==> src/rtl/tone_sequencer_if.sv <==
// Bus bundle for tone_sequencer: CPU register port plus the freqgen write port.
// The master side is the CPU/bench, the slave side is the sequencer.
interface tone_sequencer_if;
  logic [15:0] addr;
  logic [15:0] data;
  logic        we;
  logic [15:0] rdata;
  logic [15:0] fg_addr;
  logic [15:0] fg_data;
  logic        fg_we;

  modport master (output addr, data, we, input rdata, fg_addr, fg_data, fg_we);
  modport slave  (input addr, data, we, output rdata, fg_addr, fg_data, fg_we);
endinterface

==> src/rtl/tone_sequencer.sv <==
// Note FIFO plus playback FSM that drives freqgen register writes autonomously.
// Define TONESEQ_LOOP_EN to build the LOOP mode with a separate play pointer.
module tone_sequencer #(
  parameter int DEPTH    = 8,
  parameter int TICK_DIV = 1000
) (
  input logic              clk,
  input logic              rst,
  tone_sequencer_if.slave  bus
);
  localparam int AW = $clog2(DEPTH);
  localparam int PW = $clog2(TICK_DIV);

  typedef enum logic [2:0] {S_IDLE, S_DIV, S_LOAD, S_WR, S_PLAY, S_STOP} state_t;
  state_t state;

  logic [15:0]   period_stage;
  logic          en;
  logic [4:0]    div;
  logic [AW-1:0] head, tail;
  logic [6:0]    count;
  logic          overflow;
  logic [31:0]   mem [DEPTH];
  logic [31:0]   entry_q;
  logic [15:0]   dur_q;
  logic [PW-1:0] presc;

`ifdef TONESEQ_LOOP_EN
  logic [AW-1:0] play_ptr;
  logic          loop;
`else
  logic [AW-1:0] play_ptr;
  logic          loop;
  assign play_ptr = head;
  assign loop     = 1'b0;
`endif

  logic wr_period, wr_dur, wr_ctrl, flush, full, empty, pop, push, tick, busy;
  logic unused_addr;

  assign wr_period   = bus.we && (bus.addr[1:0] == 2'd0);
  assign wr_dur      = bus.we && (bus.addr[1:0] == 2'd1);
  assign wr_ctrl     = bus.we && (bus.addr[1:0] == 2'd2);
  assign flush       = wr_ctrl && bus.data[2];
  assign full        = (count == 7'(DEPTH));
  assign empty       = (count == 7'd0);
  assign pop         = (state == S_LOAD) && !loop && !flush;
  // A pop in the same cycle frees the slot, so a push into a full FIFO is accepted.
  assign push        = wr_dur && !flush && (!full || pop);
  assign tick        = (presc == PW'(TICK_DIV - 1));
  assign busy        = (state != S_IDLE);
  assign unused_addr = ^bus.addr[15:2];

  always_comb begin
    bus.rdata = '0;
    case (bus.addr[1:0])
      2'd3:    bus.rdata = {busy, overflow, full, empty, 5'b0, count};
      2'd2:    bus.rdata = {3'b0, div, 6'b0, loop, en};
      default: bus.rdata = '0;
    endcase
  end

  always_ff @(posedge clk) begin
    if (push)
      mem[tail] <= {period_stage, bus.data};
    if (state == S_LOAD)
      entry_q <= mem[play_ptr];
  end

  always_ff @(posedge clk) begin
    if (rst) begin
      state        <= S_IDLE;
      period_stage <= '0;
      en           <= 1'b0;
      div          <= '0;
      head         <= '0;
      tail         <= '0;
      count        <= '0;
      overflow     <= 1'b0;
      dur_q        <= '0;
      presc        <= '0;
      bus.fg_we    <= 1'b0;
      bus.fg_addr  <= '0;
      bus.fg_data  <= '0;
`ifdef TONESEQ_LOOP_EN
      play_ptr     <= '0;
      loop         <= 1'b0;
`endif
    end else begin
      bus.fg_we <= 1'b0;
      if (wr_period)
        period_stage <= bus.data;
      if (wr_ctrl) begin
        en  <= bus.data[0];
        div <= bus.data[12:8];
`ifdef TONESEQ_LOOP_EN
        loop <= bus.data[1];
`endif
      end

      if (flush) begin
        head     <= '0;
        tail     <= '0;
        count    <= '0;
        overflow <= 1'b0;
`ifdef TONESEQ_LOOP_EN
        play_ptr <= '0;
`endif
      end else begin
        if (push)
          tail <= tail + AW'(1);
        else if (wr_dur)
          overflow <= 1'b1;
        if (pop)
          head <= head + AW'(1);
`ifdef TONESEQ_LOOP_EN
        if (state == S_LOAD) begin
          if (pop || (play_ptr + AW'(1) != tail))
            play_ptr <= play_ptr + AW'(1);
          else
            play_ptr <= head;
        end
`endif
        case ({push, pop})
          2'b10:   count <= count + 7'd1;
          2'b01:   count <= count - 7'd1;
          default: count <= count;
        endcase
      end

      case (state)
        S_IDLE: if (en && !empty && !flush) state <= S_DIV;
        S_DIV: begin
          if (flush) state <= S_STOP;
          else begin
            bus.fg_we   <= 1'b1;
            bus.fg_addr <= 16'd0;
            bus.fg_data <= {11'b0, div};
            state       <= S_LOAD;
          end
        end
        S_LOAD: state <= flush ? S_STOP : S_WR;
        S_WR: begin
          if (flush) state <= S_STOP;
          else begin
            bus.fg_we   <= 1'b1;
            bus.fg_addr <= 16'd3;
            bus.fg_data <= entry_q[31:16];
            dur_q       <= (entry_q[15:0] == 16'd0) ? 16'd1 : entry_q[15:0];
            presc       <= '0;
            state       <= S_PLAY;
          end
        end
        S_PLAY: begin
          // An expired last note lingers one cycle at dur_q==0 before the silencing write.
          if (flush || !en || (dur_q == 16'd0))
            state <= S_STOP;
          else if (tick) begin
            presc <= '0;
            dur_q <= dur_q - 16'd1;
            if ((dur_q == 16'd1) && (count != 7'd0))
              state <= S_LOAD;
          end else
            presc <= presc + PW'(1);
        end
        S_STOP: begin
          bus.fg_we   <= 1'b1;
          bus.fg_addr <= 16'd3;
          bus.fg_data <= 16'd0;
          state       <= S_IDLE;
        end
        default: state <= S_IDLE;
      endcase
    end
  end
endmodule

==> src/flat_wrapper.sv <==
// flat-port wrapper written by rule: the top's interface ports become plain ports
module tone_sequencer_flat 
#(
  parameter int DEPTH    = 8,
  parameter int TICK_DIV = 1000
)
  (clk, rst, bus_addr, bus_data, bus_we, bus_rdata, bus_fg_addr, bus_fg_data, bus_fg_we);
  tone_sequencer_if bus_i ();
  input logic clk;
  input logic rst;
  input wire logic [$bits(bus_i.addr)-1:0] bus_addr;
  input wire logic [$bits(bus_i.data)-1:0] bus_data;
  input wire logic [$bits(bus_i.we)-1:0] bus_we;
  output wire logic [$bits(bus_i.rdata)-1:0] bus_rdata;
  output wire logic [$bits(bus_i.fg_addr)-1:0] bus_fg_addr;
  output wire logic [$bits(bus_i.fg_data)-1:0] bus_fg_data;
  output wire logic [$bits(bus_i.fg_we)-1:0] bus_fg_we;
  assign bus_i.addr = bus_addr;
  assign bus_i.data = bus_data;
  assign bus_i.we = bus_we;
  assign bus_rdata = bus_i.rdata;
  assign bus_fg_addr = bus_i.fg_addr;
  assign bus_fg_data = bus_i.fg_data;
  assign bus_fg_we = bus_i.fg_we;
  tone_sequencer #(.DEPTH(DEPTH), .TICK_DIV(TICK_DIV)) u_core (.clk(clk), .rst(rst), .bus(bus_i));
endmodule
==> config.mk <==
export PLATFORM = sky130hd
export DESIGN_NAME = tone_sequencer_flat
export DESIGN_NICKNAME = d
export VERILOG_FILES = /design/src/rtl/tone_sequencer_if.sv /design/src/rtl/tone_sequencer.sv /design/src/flat_wrapper.sv
export SDC_FILE = /design/constraint.sdc
export NUM_CORES = 1
export LEC_CHECK = 0
export BUFFER_PORTS_ARGS = -buffer_cell sky130_fd_sc_hd__buf_2
export CAP_MARGIN = 5
export CORE_MARGIN = 5
export CORE_UTILIZATION = 53
export DETAILED_ROUTE_END_ITERATION = 6
export HOLD_SLACK_MARGIN = 0.1
export PLACE_DENSITY = 0.82
export SETUP_SLACK_MARGIN = 0.5
export SYNTH_ARGS = -nofsm -noshare
export SYNTH_HDL_FRONTEND = slang
export SYNTH_SLANG_ARGS = --single-unit
==> constraint.sdc <==
create_clock -name clk -period 6.9 [get_ports clk]
set_input_delay 0.345 -clock clk [delete_from_list [all_inputs] [get_ports clk]]
set_output_delay 0.345 -clock clk [all_outputs]
set_load 0.02 [all_outputs]
== Word-level counts from Yosys, hierarchy flattened ==
Memories as Yosys holds them, arrays and structs flattened. A register that Yosys moved wholly into a read port is not among the register bits.
Cells that the tools add are included.

* Bits in registers: 98
* Bits in writable memories: 256
* Bits of input ports: 35
* Output and inout bits: 49
* Word-level logic and storage cells: 104
* Memories: 1

{| class="wikitable"
|+ Memories
! name !! words !! width !! rd ports !! clocked after memory_dff !! wr ports !! RTL line !! source
|-
| u_core.mem || 8 || 32 || 1 || 1 || 1 || tone_sequencer.sv:23 || <nowiki>logic [31:0] mem [DEPTH];</nowiki>
|}

* Add/subtract/negate cells: 6
* Eq/ne operators: 20
* Muxes and demuxes: 29
* Bitwise operators: 1
* Reduce and logical (&&, ||, !) cells: 34

{| class="wikitable"
|+ Operators with widths
! cell !! count
|-
| 16-bit two-way mux || 8
|-
| 16-bit one-hot mux with 3 select lines || 2
|-
| 16-bit one-hot mux with 2 select lines || 2
|-
| 16-bit zero test || 2
|-
| 10-bit two-way mux || 3
|-
| 10-bit one-hot mux with 2 select lines || 1
|-
| 3-bit two-way mux || 6
|-
| 16-bit by 1-bit equality test with 1-bit output, second input constant || 1
|-
| 16-bit by 1-bit subtractor with 16-bit output, second input constant || 1
|-
| 3-bit one-hot mux with 5 select lines || 1
|-
| 7-bit one-hot mux with 2 select lines || 1
|-
| 10-bit by 1-bit adder with 10-bit output, second input constant || 1
|-
| 10-bit equality test, second input constant || 1
|-
| 1-bit logical AND || 10
|-
| 3-bit AND reduction || 3
|-
| 7-bit by 1-bit adder with 7-bit output, second input constant || 1
|-
| 7-bit by 4-bit equality test with 1-bit output, second input constant || 1
|-
| 7-bit zero test || 1
|-
| 7-bit nonzero test || 1
|-
| 7-bit by 1-bit subtractor with 7-bit output, second input constant || 1
|-
| 3-bit by 1-bit adder with 3-bit output, second input constant || 2
|-
| 2-bit equality test, second input constant || 3
|-
| 3-bit by 2-bit equality test with 1-bit output, second input constant || 2
|-
| 3-bit equality test, second input constant || 2
|-
| 17 further kinds || 33
|}

== Depth between registers and ports, before layout ==
* Word-level depth: 9
* Depth in mapped cells: 10
* Mapped depth without buffers: 9

== Least setup slack after synthesis ==
OpenSTA, ideal clock, no wires.

* Path kind: reg-to-reg
* Start: register u_core.state[2]
* End: memory u_core.mem[0][0], enable pin
* Library setup time: 0.502 ns
* Data arrival time: 5.547 ns
* Required time: 6.398 ns
* Path slack: 0.851 ns
* Cell stages (with the launch flop): 6
* Clock period less this slack: 6.049 ns
* Cells stage by stage: dfxtp_1 buf_4 nor3b_2 and2_1 o21bai_1 nor4_1

* Cells in the longest elaborated chain, start to end: 6

{| class="wikitable"
|+ RTL lines
! item !! RTL line !! source
|-
| start: declaration || tone_sequencer.sv:15 || <nowiki>state_t state;</nowiki>
|-
| start signal: assignment || tone_sequencer.sv:142 || <nowiki>S_LOAD: state <= flush ? S_STOP : S_WR;</nowiki>
|-
| 3-bit by 2-bit equality test with 1-bit output || tone_sequencer.sv:47 || <nowiki>assign pop = (state == S_LOAD) && !loop && !flush;</nowiki>
|-
| 1-bit logical AND || tone_sequencer.sv:47 ||
|-
| 1-bit logical OR || tone_sequencer.sv:49 || <nowiki>assign push = wr_dur && !flush && (!full || pop);</nowiki>
|-
| 1-bit logical AND || tone_sequencer.sv:49 ||
|-
| 1-bit two-way mux || tone_sequencer.sv:64 || <nowiki>if (push)</nowiki>
|-
| 1-bit two-way mux (not written as such) || tone_sequencer.sv:65 || <nowiki>mem[tail] <= {period_stage, bus.data};</nowiki>
|-
| end: declaration || tone_sequencer.sv:23 ||
|}

Every way passes these cells.

== Worst setup path in the final report ==
* Start: register u_core.state[1]
* End: memory u_core.mem[4][1], enable pin

The elaborated chain is that of the path after synthesis.

==> results.toml <==
[run_status]
status = "finished, final reports clean"

[cts]
cts_hold_buf = 0
cts_resized = 0
cts.path.max_buffers = 3
h-tree-depth = 2
postCtsSetupBuffers = 0
cts.sinks = 371
clkSlewWorstSetupHoldPaths_ns = 0.06
tritoncts = "done"
cts_buffers = 37
clk-insertion-delay-late_ns = 0.53
root_buffer = "clkbuf_16"

[worst_setup_path]
cp-end-kind = "register"
crit_type = "reg2reg"
cpMostUsedCell = "buf_4"
cp_max_fo = 37
slowest_stage = "dfxtp_1"
path_buf_inv = 2
critical_path.cell_chain = "nor3b_4 > buf_4 > and2_1 > o21bai_1 > or2_2 > nor3_2 > buf_4"
worst_path_dominant_cell_family = "simple AND/OR/NAND/NOR gates"
start_kind = "register"
rrSetupSlack_ns = 3.40
slowest_delay_ns = 0.72
cp.required_ns = 7.05
arrival_ns = 3.65

[power]
ir_drop_v = 0.000168
p_leak_nw = 5.69
power_density_nw_per_um2 = 260

[routing]
initialDrtViolationCount = 1071
via_per_inst = 6.12
met1_length_microns = 13100
wirelength_microns = 32400
dr.pass1.iters = 5
routed-via-count = 9015
drc = 0
wl_met2_microns = 15900
met3_length_microns = 2500
top_layer_used = "met5"
routedWlPerCell_microns = 22.0
postRouteAntennaNets = 0

[synthesis]
synthMuxAreaShare_pct = 12.7
synth_cell_type_count = 69
synth_top_family_by_area = "multiplexers"
ys.flop_type = "edfxtp_1"
yosysWarnings = 0
synth-compound-area-share_pct = 6.95
syn_area_per_cell_sq_um = 15.1
synth_cells = 1010
synth_simple_gate_area_share_pct = 8.48
async_flop_share_pct = 0
yosys.area_share.xor_xnor_pct = 0.402
synth-adder-area-share_pct = 1.03
ys_ff_latch = 371
yosysSeqAreaShare_pct = 67.6
netlist_area_sq_um = 15300
synth_edf_count = 288

[timing]
tightest_slew_ns = 1.17
fin_hold_ws_ns = 0.112
skew_ns = 0.0150
maxSlewHeadroom_pct = 21.5
hold_viol_final = 0
setup_ws_ns = 3.40
timing.setup.tns_ns = 0
clock.fmax_mhz = 286
maxSlewViolCount = 0
min_period_over_period_pct = 50.7
rsz0062_at_grt = "false"
finalSetupViolations = 0
min_period_ns = 3.50

[global_route]
track_usage_pct = 19.8
grt_antenna_before_repair = 4
grt_max_degree = 71
grt_pass1_vias = 8828
overflow = 0
grt_pass1_wl_microns = 51000

[floorplanning]
die_w_microns = 180
core_sq_um = 28500
dieArea_sq_um = 32300
die_y_microns = 180
rows = 62
io_pins = 84
start_util_pct = 53.4

[placement]
hpwl_microns = 19200
dpl-instance-area_sq_um = 15900
dp_slack_ns = 3.45
place.gp.congestion = 0.885
io_buffers = 54

[worst_hold_path]
min_path_type = "in2reg"

[finish]
drive_gt1_share_pct = 22.5
fin_area_sq_um = 17100
fin_nets = 1106
areaGrowthSynthToFinish_pct = 11.8
fill_cells = 2115

[run]
cap_violations = 0
registers in the layout, summed over array words and instances, names as in the netlist, 5 cells and up:
signal,count
u_core.period_stage,16
u_core.count,7
u_core.dur_q,16
u_core.div,5
u_core.bus.fg_data,16
u_core.entry_q,32
u_core.mem,256
u_core.presc,10
worst reg2reg max path, cell delays in order, from the launching register on:
cell      delay, ns
dfxtp_1        0.72
nor3b_4        0.30
buf_4          0.49
and2_1         0.24
o21bai_1       0.28
or2_2          0.48
nor3_2         0.12
buf_4          0.50
report_power, final:
group | internal (mW) | leakage (nW) | total, mW | switching, mW
sequential | 2.41 | 3.36 | 2.42 | 0.0121
combinational | 0.0255 | 1.76 | 0.0937 | 0.0682
clock | 1.12 | 0.570 | 1.91 | 0.796
total | 3.55 | 5.69 | 4.43 | 0.876
routing by layer:
metal | global-route usage, % | up-vias
li1 | - | 4014
met1 | 27.5 | 4505
met2 | 32.6 | 425
met3 | 3.64 | 67
met4 | 5.73 | 4
met5 | 0 | -
logic make-up (layout without fill, tap and decap cells):
kind of cell	count (synthesis)	count (layout)
AOI/OAI and AO/OA	161	161
muxes	109	109
and+or+nand+nor	258	258
xor gates and xnor gates	7	7
buffers and inverters	91	154
other	1	16
adders and majority gates	12	12
DFF	371	371
cell usage after synthesis, types with 14 or more instances:
library cell / number / area share [%]
nand2_1: 74 / 1.8
edfxtp_1: 288 / 57
mux2_2: 32 / 2.4
a22oi_1: 15 / 0.74
nor3_1: 17 / 0.56
inv_1: 14 / 0.34
clkbuf_1: 44 / 1.1
o21ai_0: 16 / 0.52
nor2_1: 73 / 1.8
mux4_2: 64 / 9.4
and3_1: 21 / 0.86
nand3_1: 18 / 0.59
buf_4: 19 / 0.93
dfxtp_1: 83 / 11
a21oi_1: 60 / 2.0
area by class of cell:
type | count | area, sq um | share of cell area [%]
Inverter | 14 | 52.6 | 0.308
Sequential cell | 371 | 10300 | 60.5
Tap cell | 384 | 480 | 2.82
Timing Repair Buffer | 73 | 413 | 2.42
Multi-Input combinational cell | 562 | 4620 | 27.1
Clock inverter | 12 | 98.8 | 0.580
Clock buffer | 55 | 1070 | 6.27
Antenna cell | 1 | 2.50 | 0.0147
metrics by stage:
stage	power (mW)	std cells	util, %
global placement	2.56	1404	55.6
finish	4.43	1472	59.7
floorplan	2.53	1024	-
CTS	4.46	1471	59.7
detailed placement	2.56	1404	55.6
global route	4.57	1472	59.7
cells in the final DEF (no fill, tap or decap), types with 9 or more instances in the layout:
cell type,netlist,routed
a211oi_1,10,10
a21oi_1,60,60
a22oi_1,15,15
and3_1,21,21
buf_2,8,54
buf_4,19,19
clkbuf_1,44,12
clkbuf_16,0,39
conb_1,1,15
dfxtp_1,83,81
edfxtp_1,288,288
ha_1,11,11
inv_1,14,14
mux2_2,32,32
mux2i_1,13,13
mux4_2,64,64
nand2_1,74,74
nand3_1,18,18
nor2_1,73,70
nor3_1,17,13
nor4_1,13,12
o21ai_0,16,16
o22ai_1,9,9
o32ai_1,12,12
final timing paths:
check,from,to,depth (start not counted)
worst min-delay path,bus_data[6],u_core.mem[4][6],1
worst max register to register,u_core.state[1],u_core.mem[4][1],7
worst max-delay path,u_core.state[1],u_core.mem[4][1],7
worst min register to register,u_core.dur_q[11],u_core.dur_q[11],2
No activity file was read; power rests on OpenSTA's default activity.
